$ cat config.mk
export PLATFORM = sky130hd
export DESIGN_NAME = adam_obi_rr_arbiter
export DESIGN_NICKNAME = d
export VERILOG_FILES = /design/src/rtl/adam_obi_rr_arbiter.sv
export SDC_FILE = /design/constraint.sdc
export NUM_CORES = 1
export LEC_CHECK = 0
export ABC_AREA = 1
export CAP_MARGIN = 0
export CORE_AREA = 2 2 113 115
export DETAILED_ROUTE_END_ITERATION = 10
export DIE_AREA = 0 0 115 117
export PLACE_DENSITY_LB_ADDON = 0.25
export SLEW_MARGIN = 40
export SYNTH_ARGS = -nofsm -noshare
export SYNTH_HDL_FRONTEND = slang
export SYNTH_SLANG_ARGS = --single-unit
$ cat constraint.sdc
create_clock -name clk -period 1.6 [get_ports clk]
set_input_delay 0.16 -clock clk [delete_from_list [all_inputs] [get_ports clk]]
set_output_delay 0.16 -clock clk [all_outputs]
set_load 0.005 [all_outputs]
$ cat src/rtl/adam_obi_rr_arbiter.sv
// Round-robin arbiter sharing one downstream OBI port among NO_MSTS requesters,
// with an in-order index FIFO routing responses back. Optional lock: ADAM_OBI_ARB_LOCK_EN.
module adam_obi_rr_arbiter #(
    parameter int NO_MSTS    = 2,
    parameter int ADDR_WIDTH = 32,
    parameter int DATA_WIDTH = 32,
    parameter int MAX_OUTST  = 2
) (
    input  logic                                   clk,
    input  logic                                   rst,

    input  logic [NO_MSTS-1:0]                     slv_req,
    output logic [NO_MSTS-1:0]                     slv_gnt,
    input  logic [NO_MSTS-1:0][ADDR_WIDTH-1:0]     slv_addr,
    input  logic [NO_MSTS-1:0]                     slv_we,
    input  logic [NO_MSTS-1:0][DATA_WIDTH/8-1:0]   slv_be,
    input  logic [NO_MSTS-1:0][DATA_WIDTH-1:0]     slv_wdata,
    output logic [NO_MSTS-1:0]                     slv_rvalid,
    input  logic [NO_MSTS-1:0]                     slv_rready,
    output logic [DATA_WIDTH-1:0]                  slv_rdata,
`ifdef ADAM_OBI_ARB_LOCK_EN
    input  logic [NO_MSTS-1:0]                     slv_lock,
`endif

    output logic                                   mst_req,
    input  logic                                   mst_gnt,
    output logic [ADDR_WIDTH-1:0]                  mst_addr,
    output logic                                   mst_we,
    output logic [DATA_WIDTH/8-1:0]                mst_be,
    output logic [DATA_WIDTH-1:0]                  mst_wdata,
    input  logic                                   mst_rvalid,
    output logic                                   mst_rready,
    input  logic [DATA_WIDTH-1:0]                  mst_rdata,

    output logic [$clog2(MAX_OUTST):0]             outst_cnt,
    output logic                                   err
);

    localparam int IDX_W = (NO_MSTS > 1) ? $clog2(NO_MSTS) : 1;
    localparam int PTR_W = (MAX_OUTST > 1) ? $clog2(MAX_OUTST) : 1;
    localparam int CNT_W = $clog2(MAX_OUTST) + 1;

    typedef enum logic {OPEN, HOLD} state_e;

    state_e             state_q, state_d;
    logic [IDX_W-1:0]   rr_ptr_q, rr_ptr_d;
    logic [IDX_W-1:0]   hold_idx_q, hold_idx_d;
    logic [IDX_W-1:0]   sel, head;
    logic [IDX_W-1:0]   fifo_q [MAX_OUTST];
    logic [PTR_W-1:0]   wr_ptr_q, rd_ptr_q;
    logic [CNT_W-1:0]   cnt_q;
    logic               fifo_full, fifo_empty, push, pop, err_q;
    logic               found;
    int                 scan_idx;
`ifdef ADAM_OBI_ARB_LOCK_EN
    logic               lock_q, lock_d;
    logic [IDX_W-1:0]   lock_idx_q, lock_idx_d;
`endif

    function automatic logic [IDX_W-1:0] inc_idx(input logic [IDX_W-1:0] v);
        return (v == IDX_W'(NO_MSTS - 1)) ? '0 : v + IDX_W'(1);
    endfunction

    function automatic logic [PTR_W-1:0] inc_ptr(input logic [PTR_W-1:0] v);
        return (v == PTR_W'(MAX_OUTST - 1)) ? '0 : v + PTR_W'(1);
    endfunction

    // A lock owner or a held (issued but ungranted) request overrides the round-robin scan
    always_comb begin
        sel      = rr_ptr_q;
        found    = 1'b0;
        scan_idx = 0;
        for (int k = 0; k < NO_MSTS; k++) begin
            scan_idx = int'(rr_ptr_q) + k;
            if (scan_idx >= NO_MSTS) scan_idx = scan_idx - NO_MSTS;
            if (!found && slv_req[IDX_W'(scan_idx)]) begin
                sel   = IDX_W'(scan_idx);
                found = 1'b1;
            end
        end
        if (state_q == HOLD) sel = hold_idx_q;
`ifdef ADAM_OBI_ARB_LOCK_EN
        if (lock_q) sel = lock_idx_q;
`endif
    end

    assign fifo_full  = (cnt_q == CNT_W'(MAX_OUTST));
    assign fifo_empty = (cnt_q == '0);
    assign mst_req    = slv_req[sel] && !fifo_full;
    assign mst_addr   = slv_addr[sel];
    assign mst_we     = slv_we[sel];
    assign mst_be     = slv_be[sel];
    assign mst_wdata  = slv_wdata[sel];
    assign push       = mst_req && mst_gnt;

    assign head       = fifo_q[rd_ptr_q];
    assign mst_rready = !fifo_empty && slv_rready[head];
    assign pop        = mst_rvalid && mst_rready;
    assign slv_rdata  = mst_rdata;
    assign outst_cnt  = cnt_q;
    assign err        = err_q;

    always_comb begin
        slv_gnt         = '0;
        slv_gnt[sel]    = push;
        slv_rvalid      = '0;
        slv_rvalid[head] = mst_rvalid && !fifo_empty;
    end

    // Hold keeps the downstream address stable until the pending request is granted
    always_comb begin
        state_d    = state_q;
        hold_idx_d = hold_idx_q;
        rr_ptr_d   = rr_ptr_q;
`ifdef ADAM_OBI_ARB_LOCK_EN
        lock_d     = lock_q;
        lock_idx_d = lock_idx_q;
`endif
        case (state_q)
            OPEN: if (mst_req && !mst_gnt) begin
                state_d    = HOLD;
                hold_idx_d = sel;
            end
            HOLD: if (push) state_d = OPEN;
            default: state_d = OPEN;
        endcase
`ifdef ADAM_OBI_ARB_LOCK_EN
        if (push) begin
            if (slv_lock[sel]) begin
                lock_d     = 1'b1;
                lock_idx_d = sel;
            end else begin
                lock_d     = 1'b0;
                rr_ptr_d   = inc_idx(sel);
            end
        end
`else
        if (push) rr_ptr_d = inc_idx(sel);
`endif
    end

    always_ff @(posedge clk or posedge rst) begin
        if (rst) begin
            state_q    <= OPEN;
            hold_idx_q <= '0;
            rr_ptr_q   <= '0;
            wr_ptr_q   <= '0;
            rd_ptr_q   <= '0;
            cnt_q      <= '0;
            err_q      <= 1'b0;
`ifdef ADAM_OBI_ARB_LOCK_EN
            lock_q     <= 1'b0;
            lock_idx_q <= '0;
`endif
        end else begin
            state_q    <= state_d;
            hold_idx_q <= hold_idx_d;
            rr_ptr_q   <= rr_ptr_d;
`ifdef ADAM_OBI_ARB_LOCK_EN
            lock_q     <= lock_d;
            lock_idx_q <= lock_idx_d;
`endif
            if (push) wr_ptr_q <= inc_ptr(wr_ptr_q);
            if (pop)  rd_ptr_q <= inc_ptr(rd_ptr_q);
            case ({push, pop})
                2'b10:   cnt_q <= cnt_q + CNT_W'(1);
                2'b01:   cnt_q <= cnt_q - CNT_W'(1);
                default: cnt_q <= cnt_q;
            endcase
            if (mst_rvalid && fifo_empty) err_q <= 1'b1;
        end
    end

    // Index storage needs no reset; only entries between the pointers are ever read
    always_ff @(posedge clk) begin
        if (push) fifo_q[wr_ptr_q] <= sel;
    end

endmodule
# After elaboration in Yosys (flattened, before gate mapping)
# Memories as Yosys holds them, arrays and structs flattened.
# Index checks and enable logic that the tools add are counted.
[word_totals]
regBits = 8
mem_bits_rw = 2
inputBits = 178
out_inout_bits = 110
wordCells = 82
memories = 1
[classes]
addsub = 8
magnitude_cmp = 8
n_eq_ne = 3
mux = 35
n_bitwise = 3
reduce_logical = 17
[memory_table]
columns = ["name", "depth", "width", "rd", "rd_clocked_by_memory_dff", "write_ports", "line", "source"]
rows = [
  ["fifo_q", 2, 1, 1, 0, 1, "49", "logic [IDX_W-1:0] fifo_q [MAX_OUTST];"],
]
[ops]
columns = ["cell", "count"]
rows = [
  ["2-to-1 mux 32 bit", 4],
  ["2-to-1 mux 1 bit", 25],
  ["logical AND 1 bit", 10],
  ["2-to-1 mux 4 bit", 2],
  ["< comparator 1 x 3 -> 1 bit (second input constant)", 2],
  ["AND 2 bit", 2],
  ["== test 2 bit (second input constant)", 2],
  ["logical NOT 1 bit", 4],
  ["< comparator 1 x 2 -> 1 bit (second input constant)", 2],
  ["one-hot mux 2 bit (2 select lines)", 1],
  ["adder 1 bit (second input constant)", 3],
  ["adder 1 x 1 -> 2 bit (second input constant)", 1],
  ["adder 2 x 1 -> 2 bit (second input constant)", 1],
  ["demux 1 bit (select 1 bit)", 2],
  ["== test 2 x 1 -> 1 bit (second input constant)", 1],
  [">= comparator 1 bit (second input constant)", 2],
  [">= comparator 1 x 2 -> 1 bit (second input constant)", 1],
  [">= comparator 2 bit (second input constant)", 1],
  ["logical NOT 2 bit", 1],
  ["one-hot mux 1 bit (2 select lines)", 1],
  ["AND reduction 2 bit", 1],
  ["nonzero test 2 bit", 1],
  ["subtractor 1 bit (second input constant)", 2],
  ["subtractor 2 x 1 -> 2 bit (second input constant)", 1],
  ["inverter 1 bit", 1],
]

# Depth between registers and ports, before layout
# Gate-level depths: netlist of the first run.
[depth]
word_depth = 16
mapped_depth = 10
ltp_nobuf = 10

# Least setup slack after synthesis of the first run
# Ideal clock, no wire load.
[synth_timing]
path_type = "reg-to-reg"
start = "reg with a tool-made name"
end = "reg cnt_q[1] (netlist: outst_cnt[1])"
setup_ns = 0.131
t_arrival_ns = 1.515
t_required_ns = 1.469
path_slack_ns = -0.046
stages_incl_launch_ff = 10
path_buffers = 1
period_less_slack_ns = 1.646
path_cell_list = "dfrtp_1 > nand2_2 > nand2_4 > buf_12 > nand2_8 > nand4_4 > ha_1 > a21oi_1 > o21ai_0 > xor2_1"
[synth_rtl]
columns = ["item", "line", "source"]
rows = [
  ["to (signal assigned)", "166", "2'b10: cnt_q <= cnt_q + CNT_W'(1);"],
  ["to (signal assigned)", "167", "2'b01: cnt_q <= cnt_q - CNT_W'(1);"],
  ["to (signal assigned)", "168", "default: cnt_q <= cnt_q;"],
  ["to (decl)", "51", "logic [CNT_W-1:0] cnt_q;"],
]

==> impl_results.md, run 1 <==
- Status: finished with violations
- Slew Limit Headroom: 0.779
- CP arrival: 1.57 ns
- CTS tree: yes
- Critical-path top delay cell: dfrtp_2
- Most used cell, CP: nand2_1
- Worst-path fanout max: 8
- CTS Hold Bufs: 0
- Final setup viols: 64
- Synth Area in Simple Gates: 0.580
- RSZ-0062 raised after global routing: true
- Worst-margin pin slew: 0.331 ns
- Failing checks: negative setup slack
- Synth Area in Compound Gates: 0.0127
- Element type at the critical path end: primary output
- Setup Skew: 0.000864 ns
- HPWL after detailed placement: 6730 um
- Worst R2R Path Depth: 10
- Die height: 117 um
- Number of global-route vias before repair: 2351
- Setup WS post-layout: -0.130 ns
- Wire per inst: 13.2 um
- CTS Buf Count: 3
- Max Clk Rate: 578 MHz
- XOR/XNOR Fraction of Synth Area: 0.00990
- Total gr overflow: 0
- Largest net degree at the start of global routing: 32
- Share of synthesized registers carrying an async set or reset: 0.800
- Vias/cell: 3.99
- First-pass GRT wire length: 11200 um
- Clock Latency Late Sink: 0.24 ns
- Port buffer count: 223
- Hold Crit Class: input pin to async pin
- Tot GR Track Use: 0.104
- Vias post-DR: 2887
- Power Density: 1790 mW/mm2
- Maxcap violations: 0
- Setup TNS: -5.92 ns
- Most used DFF post-synth: dfrtp_1
- Row count: 41
- Setup CP Type: flop to primary output
- Register area share after synthesis: 0.147
- CP Cell Sequence: inv_2, nand2_4, nand2_8, clkinv_8, buf_12, clkbuf_16, nand2_1, nand2_1, clkbuf_2
- Die width: 115 um
- Avg Inst Size Synth: 5.35 um2
- Die Area: 0.0135 mm2
- Final Hold Fails: 0
- Final ANT Viol Nets: 0
- Syn_nets: 510
- Core Area: 0.0123 mm2
- Crit path launch type: flop
- Routed WL: 9530 um
- Nets@finish: 755
- Max Root-Sink Buffers: 2
- Mux cell area share after synthesis: 0
- Warnings, synthesis: 0
- # diodes: 0
- Area grow syn2layout: 174%
- Register bit total from synthesis: 10
- Initial antenna violation count: 0
- Number of synthesized flops with an enable pin: 2
- Placer Congestion: 0.736
- Layout cells sized above 1: 0.425
- Leakage: 2.49 nW
- Reg clk slew, reported paths: 0.04 ns
- Initial DRC count: 47
- Critical path's largest stage delay: 0.43 ns
- Largest family of logic cells by synthesized area: simple AND/OR/NAND/NOR gates
- TritonRoute pass-1 iters: 4
- Post-Synth Adder-Cell Area: 0.00707
- Period utilization: 1.08
- Residual DRC count: 0
- WP data required: 1.44 ns
- H-tree depth: 1
- Synth Instances: 331
- Clock sinks: 10
- Clock root buffer: clkbuf_16
- Initial Util: 0.144
- Hold_ws: 0.181 ns
- Min cycle time layout: 1.73 ns
- Peak VDD IR: 0.652 mV
- Max Slew Vio Count: 0
- Mapped cell area: 0.00177 mm2
- Distinct cells, synth: 26
- I/O pin count: 288
-- kinds of logic after synthesis --
kind of cell               Yosys count
AOI/OAI and AO/OA                    4
xor gates and xnor gates             2
adders and majority gates            1
buffers and inverters               65
DFF                                 10
and+or+nand+nor                    249
-- state kept, by name, summed over array words and instances (netlist names), named ones only --
register / flops
fifo_q: 2
outst_cnt: 2
err: 1
hold_idx_q: 1
rd_ptr_q: 1
rr_ptr_q: 1
wr_ptr_q: 1
-- Yosys cell counts (2+ instances only) --
library cell	instances	area share
buf_2	7	0.020
buf_4	35	0.15
buf_6	4	0.025
dfrtp_1	8	0.11
edfxtp_1	2	0.034
inv_1	16	0.034
inv_2	2	0.0042
nand2_1	225	0.48
nand2_2	2	0.0071
nand2_4	3	0.019
nand3_1	4	0.011
nand4_1	6	0.021
nor2_1	4	0.0085
-- power by group --
| group | total, mW | internal [mW] | leakage (nW) | switching, mW |
|---|---|---|---|---|
| Clock | 0.440 | 0.324 | 0.0370 | 0.116 |
| Combinational | 7.75 | 4.34 | 2.34 | 3.41 |
| Sequential | 0.458 | 0.380 | 0.112 | 0.0779 |
| Total | 8.65 | 5.05 | 2.49 | 3.60 |
-- worst max-delay path: cells and delay by family, from the launching register on --
family	cells	cell delay, ns
buf+inv	5	0.59
flops	1	0.43
simple gates	4	0.31
-- timing repair --
item                                    in CTS  in global routing
endpoints found under the setup margin      76                 74
pin swaps                                    4                 21
buffers inserted                             8                 23
resized for setup                          246                181
cloned                                       2                 11
-- placed cells by master (no fill, tap or decap), types with 3 or more instances in the layout --
cell type,n
clkdlybuf4s50_1,148
nand2_1,138
nand2_2,71
buf_2,53
buf_4,22
buf_6,21
nand2_4,20
inv_1,15
clkbuf_2,13
clkbuf_16,11
buf_12,9
buf_8,8
dfrtp_1,7
nand4_1,6
nand3_1,3
dlygate4sd2_1,3
-- cell type report --
type	instances	area, um2
Clock buffer	3	75.1
Fill cell	1314	7470
Inverter	18	80.1
Multi-Input combinational cell	256	1440
Sequential cell	10	262
Tap cell	150	188
Timing Repair Buffer	287	2800
-- per-stage QoR --
| stage | total power [mW] | cell area [um2] | utilization | cells | setup WS [ns] |
|---|---|---|---|---|---|
| floorplan | 2.90 | 1780 | - | 331 | 0.0238 |
| global route | 9.31 | 4840 | 0.393 | 724 | -0.201 |
| finish | 8.65 | 4840 | 0.393 | 724 | -0.130 |
| detailed placement | 6.22 | 4120 | 0.335 | 681 | -0.225 |
| global placement | 6.19 | 4120 | 0.335 | 681 | -0.219 |
| CTS | 6.51 | 4130 | 0.335 | 693 | -0.356 |
-- worst paths after layout --
kind / start / end / slack (ns)
max: flop / mst_addr[17] / -0.13
min: rst / wr_ptr_q / 0.18
max reg2reg: flop / outst_cnt[1] / -0.11
min reg2reg: wr_ptr_q / wr_ptr_q / 0.48
max in group asynchronous: rst / async pin / 1.15
min in group clk: mst_rdata[1] / slv_rdata[1] / 0.32
-- metal layers --
metal / up-vias / track usage / wire length, um
met4: 0 / 0.0353 / 121
met5: - / 0 / 0
li1: 1457 / - / -
met3: 11 / 0.0196 / 693
met1: 1287 / 0.124 / 3780
met2: 132 / 0.186 / 4930
Note: power is estimated with default switching activity, not from simulation.
==> run 2: changes to the inputs <==
- CORE_AREA: 2 2 113 115 -> 2 2 111 113
- DIE_AREA: 0 0 115 117 -> 0 0 113 115
- SKIP_CTS_REPAIR_TIMING: unset -> 1
- clock period: 1.6 -> 1.8 ns (I/O delays scaled with it)
==> run 2 against run 1 <==
Compared with the run above: the run ends with design-rule violations, negative setup slack left; sequential power shrank 9.0%; cell count shrank 5.0%; non-clock buffer count shrank 34; total power shrank 24%; critical path type unchanged.
==> impl_results.md, run 2 (synthesis gave the netlist of run 1 again) <==
- Clock root buffer: clkbuf_16
- Number of global-route vias before repair: 2454
- Commonest non-fill, non-tap cell in the layout: nand2_1
- Initial Util: 0.150
- Period utilization: 1.13
- Final instance area: 0.00444 mm2
- Cell family with most CP delay: buffers and inverters
- Die width: 113 um
- HPWL after detailed placement: 7020 um
- CTS tree: yes
- Vias post-DR: 2685
- Status: finished with violations
- Placed Instances: 668
- Final cell count without fillers: 688
- Row count: 40
- Peak VDD IR: 0.516 mV
- Critical-path top delay cell: clkdlybuf4s50_1
- Element type at the critical path end: primary output
- Total gr overflow: 0
- Final ANT Viol Nets: 0
- Setup WS post-layout: -0.232 ns
- Die height: 115 um
- Max Root-Sink Buffers: 2
- Core Area: 0.0118 mm2
- WP data required: 1.62 ns
- Port buffer count: 223
- Area grow syn2layout: 151%
- Reg clk slew, reported paths: 0.04 ns
- Die Area: 0.0130 mm2
- Most frequent cells in the layout: nand2_1, clkdlybuf4s50_1, dlymetal6s2s_1
- Max Clk Rate: 492 MHz
- Tot GR Track Use: 0.112
- # diodes: 0
- Setup Skew: 0.00290 ns
- Placer Congestion: 0.732
- H-tree depth: 1
- Power Density: 1470 mW/mm2
- TritonRoute pass-1 iters: 10
- CP Cell Sequence: nand2_2, nand2_8, clkinv_8, buf_12, nand2_1, nand2_1, clkdlybuf4s50_1
- RSZ-0062 raised after global routing: true
- Worst setup path endpoint: mst_be[3]
- Slew Limit Headroom: 0.786
- Min cycle time layout: 2.03 ns
- Worst reg2reg path endpoint: outst_cnt[1]
- Clock Latency Late Sink: 0.24 ns
- Worst-margin pin slew: 0.320 ns
- Max Slew Vio Count: 0
- Layout cells sized above 1: 0.111
- Leakage: 2.38 nW
- Buf+Inv Stages, Crit Path: 3
- Largest net degree at the start of global routing: 38
- Worst R2R Path Depth: 9
- CP arrival: 1.85 ns
- Final Hold Fails: 0
- Fin util: 0.376
- Clock sinks: 10
- Number of stages on the worst setup path: 7
- CTS Buf Count: 3
- Failing checks: design-rule violations, negative setup slack
- Wire per inst: 13.6 um
- Vias/cell: 3.90
- Crit path launch type: flop
- Initial DRC count: 112
- Worst-path fanout max: 19
- R2r setup slk: 0.07 ns
- Maxcap violations: 0
- Placed Instance Area: 0.00399 mm2
- Residual DRC count: 19
- Routed WL: 9330 um
- First-pass GRT wire length: 11800 um
- Initial antenna violation count: 0
- Hold Crit Class: input pin to async pin
- Most used cell, CP: nand2_1
- Setup CP Type: flop to primary output
- Final setup viols: 43
- I/O pin count: 288
- Nets@finish: 721
- Critical path's largest stage delay: 0.51 ns
run 2: changes by cell type in the layout (fill, tap and decap cells not counted), sizes merged:
cell / previous run / this run
clkdlybuf4s50: 148 / 192
dlygate4sd2: 3 / 0
buf: 115 / 24
clkinv: 1 / 2
dlymetal6s2s: 0 / 25
clkbuf: 24 / 15
run 2: where the power goes:
| group | internal (mW) | switching, mW | leakage, nW | total, mW |
|---|---|---|---|---|
| combinational | 3.30 | 2.43 | 2.23 | 5.73 |
| sequential | 0.338 | 0.0785 | 0.112 | 0.417 |
| clock | 0.291 | 0.105 | 0.0385 | 0.396 |
| total | 3.93 | 2.62 | 2.38 | 6.54 |
run 2: routing by layer:
| metal | wire, um | vias to the layer above | global-route usage |
|---|---|---|---|
| met5 | 0 | - | 0 |
| met4 | 131 | 0 | 0.0350 |
| met3 | 943 | 16 | 0.0327 |
| met2 | 5180 | 142 | 0.220 |
| met1 | 3070 | 1145 | 0.113 |
| li1 | - | 1382 | - |
run 2: per-stage QoR:
step                      worst slack [ns]  power (mW)  hold WS, ns  TNS (ns)
final                               -0.232        6.54        0.199     -7.96
after global routing                -0.320        7.12        0.251    -11.84
after global placement             -0.0248        5.30        0.360   -0.0785
after CTS                           -0.292        5.74        0.222    -16.75
after detailed placement           -0.0223        5.32        0.360    -0.108
after floorplan                      0.154        2.56     -0.00434         0
run 2: area by class of cell:
type                    count  area (um2)
flip-flops and latches     10         262
well taps                 147         184
clock inverters             1        3.75
clock buffers               3        75.1
inverters                  18        80.1
repair buffers            253        2710
fillers                  1260        7370
multi-input cells         256        1130
run 2: how the worst min path moves through the flow:
| stage | slack [ns] | from | cells after the start | endpoint |
|---|---|---|---|---|
| finish | 0.20 | rst | 2 | wr_ptr_q |
| global route | 0.25 | rst | 2 | hold_idx_q |
| CTS | 0.22 | rst | 2 | hold_idx_q |
| detailed placement | 0.36 | mst_rdata[17] | 0 | slv_rdata[17] |
| global placement | 0.36 | mst_rdata[17] | 0 | slv_rdata[17] |
| floorplan | -0.004 | rst | 1 | async pin |
==> run 3: changes to the inputs <==
- GPL_TIMING_DRIVEN: unset -> 0
- clock period: 1.8 -> 1.9 ns (I/O delays scaled with it)
==> run 3 against run 2 <==
Compared with the run above: critical path type unchanged; the run still ends with design-rule violations, negative setup slack left; register-to-register slack better by 0.04 ns; routed wire length down 0.17%; clock skew decreased by 0.00065 ns; count of clock-buffer cells in the layout is the same; non-clock buffer count up 66; sequential cell count stayed put.
==> impl_results.md, run 3 (synthesis gave the netlist of run 1 again) <==
- Initial antenna violation count: 0
- Buf+Inv Stages, Crit Path: 6
- Status: finished with violations
- Setup WS post-layout: -0.125 ns
- Area grow syn2layout: 181%
- Crit path launch type: flop
- WP data required: 1.71 ns
- TritonRoute pass-1 iters: 8
- RSZ-0062 raised after global routing: true
- Vias/cell: 3.89
- Power Density: 1170 mW/mm2
- Setup CP Type: flop to primary output
- Max Clk Rate: 494 MHz
- Clock root buffer: clkbuf_16
- Fin util: 0.421
- CTS Buf Count: 3
- Final ANT Viol Nets: 0
- Routed WL: 9320 um
- CP Cell Sequence: nand2_2, nand2_4, clkbuf_16, buf_4, buf_4, buf_8, buf_4, nand2_1, nand2_1, dlymetal6s2s_1
- Setup Skew: 0.00225 ns
- Maxcap violations: 0
- Die width: 113 um
- Row count: 40
- Power Total: 5.81 mW
- Clock sinks: 10
- Commonest non-fill, non-tap cell in the layout: nand2_1
- Critical-path top delay cell: dfrtp_2
- Wire per inst: 12.4 um
- Die height: 115 um
- Total gr overflow: 0
- Most used cell, CP: buf_4
- Cell family with most CP delay: buffers and inverters
- First-pass GRT wire length: 12900 um
- Hold Crit Class: input pin to async pin
- Port buffer count: 255
- Worst-path fanout max: 5
- I/O pin count: 288
- Peak VDD IR: 0.483 mV
- Most frequent cells in the layout: nand2_1, clkdlybuf4s50_1, dlymetal6s2s_1
- Initial Util: 0.150
- Final setup viols: 20
- H-tree depth: 1
- R2r setup slk: 0.11 ns
- Initial DRC count: 107
- HPWL after detailed placement: 7950 um
- # diodes: 0
- CTS tree: yes
- Placed Instance Area: 0.00451 mm2
- Core Area: 0.0118 mm2
- Tot GR Track Use: 0.123
- Worst-margin pin slew: 0.311 ns
- Final instance area: 0.00497 mm2
- Min cycle time layout: 2.03 ns
- Slew Limit Headroom: 0.792
- Failing checks: design-rule violations, negative setup slack
- Residual DRC count: 20
- Nets@finish: 787
- Clock Latency Late Sink: 0.24 ns
- CP arrival: 1.84 ns
- Layout cells sized above 1: 0.137
- Largest net degree at the start of global routing: 12
- Final Hold Fails: 0
- Reg clk slew, reported paths: 0.04 ns
- Max Slew Vio Count: 0
- Critical path's largest stage delay: 0.42 ns
- Max Root-Sink Buffers: 2
- Placer Congestion: 0.755
- Die Area: 0.0130 mm2
- Period utilization: 1.07
- Number of global-route vias before repair: 2616
- Vias post-DR: 2929
- Leakage: 2.96 nW
- Element type at the critical path end: primary output
==> run 3: through the flow <==
stage                     setup slack (ns)  hold slack [ns]  TNS, ns  instances
after floorplan                      0.254          0.00566        0        331
after global placement             -0.0330            0.454   -0.103        733
after detailed placement           -0.0394            0.460   -0.222        733
after CTS                           -0.295            0.221   -16.86        736
after global routing                -0.197            0.260    -3.33        753
final                               -0.125            0.210    -1.50        753
==> run 3: path summary, 6_finish.rpt <==
path / cells past startpoint / endpoint / start
setup / recovery: 10 / mst_be[2] / flop
hold / removal: 2 / rd_ptr_q / rst
setup reg to reg: 9 / outst_cnt[1] / flop
hold reg to reg: 2 / wr_ptr_q / wr_ptr_q
max in group asynchronous: 2 / async pin / rst
min in group clk: 2 / wr_ptr_q / wr_ptr_q
==> run 3: metal layers <==
layer	GRT usage	vias to the layer above	routed length (um)
li1	-	1508	-
met1	0.132	1257	3200
met2	0.253	162	5250
met3	0.0237	2	831
met4	0.0171	0	35
met5	0	-	0
==> run 3: layout make-up <==
| type | instances | area [um2] |
|---|---|---|
| Fill cell | 1208 | 6840 |
| Timing Repair Buffer | 272 | 2840 |
| Multi-Input combinational cell | 256 | 1090 |
| Buffer | 47 | 440 |
| Sequential cell | 10 | 262 |
| Tap cell | 147 | 184 |
| Clock buffer | 3 | 75.1 |
| Inverter | 18 | 72.6 |
==> run 3: power by group <==
group | switching, mW | total, mW | internal, mW | leakage, nW
logic | 2.15 | 5.05 | 2.89 | 2.81
clock network | 0.0987 | 0.372 | 0.273 | 0.0370
registers | 0.0684 | 0.388 | 0.320 | 0.112
total | 2.32 | 5.81 | 3.49 | 2.96
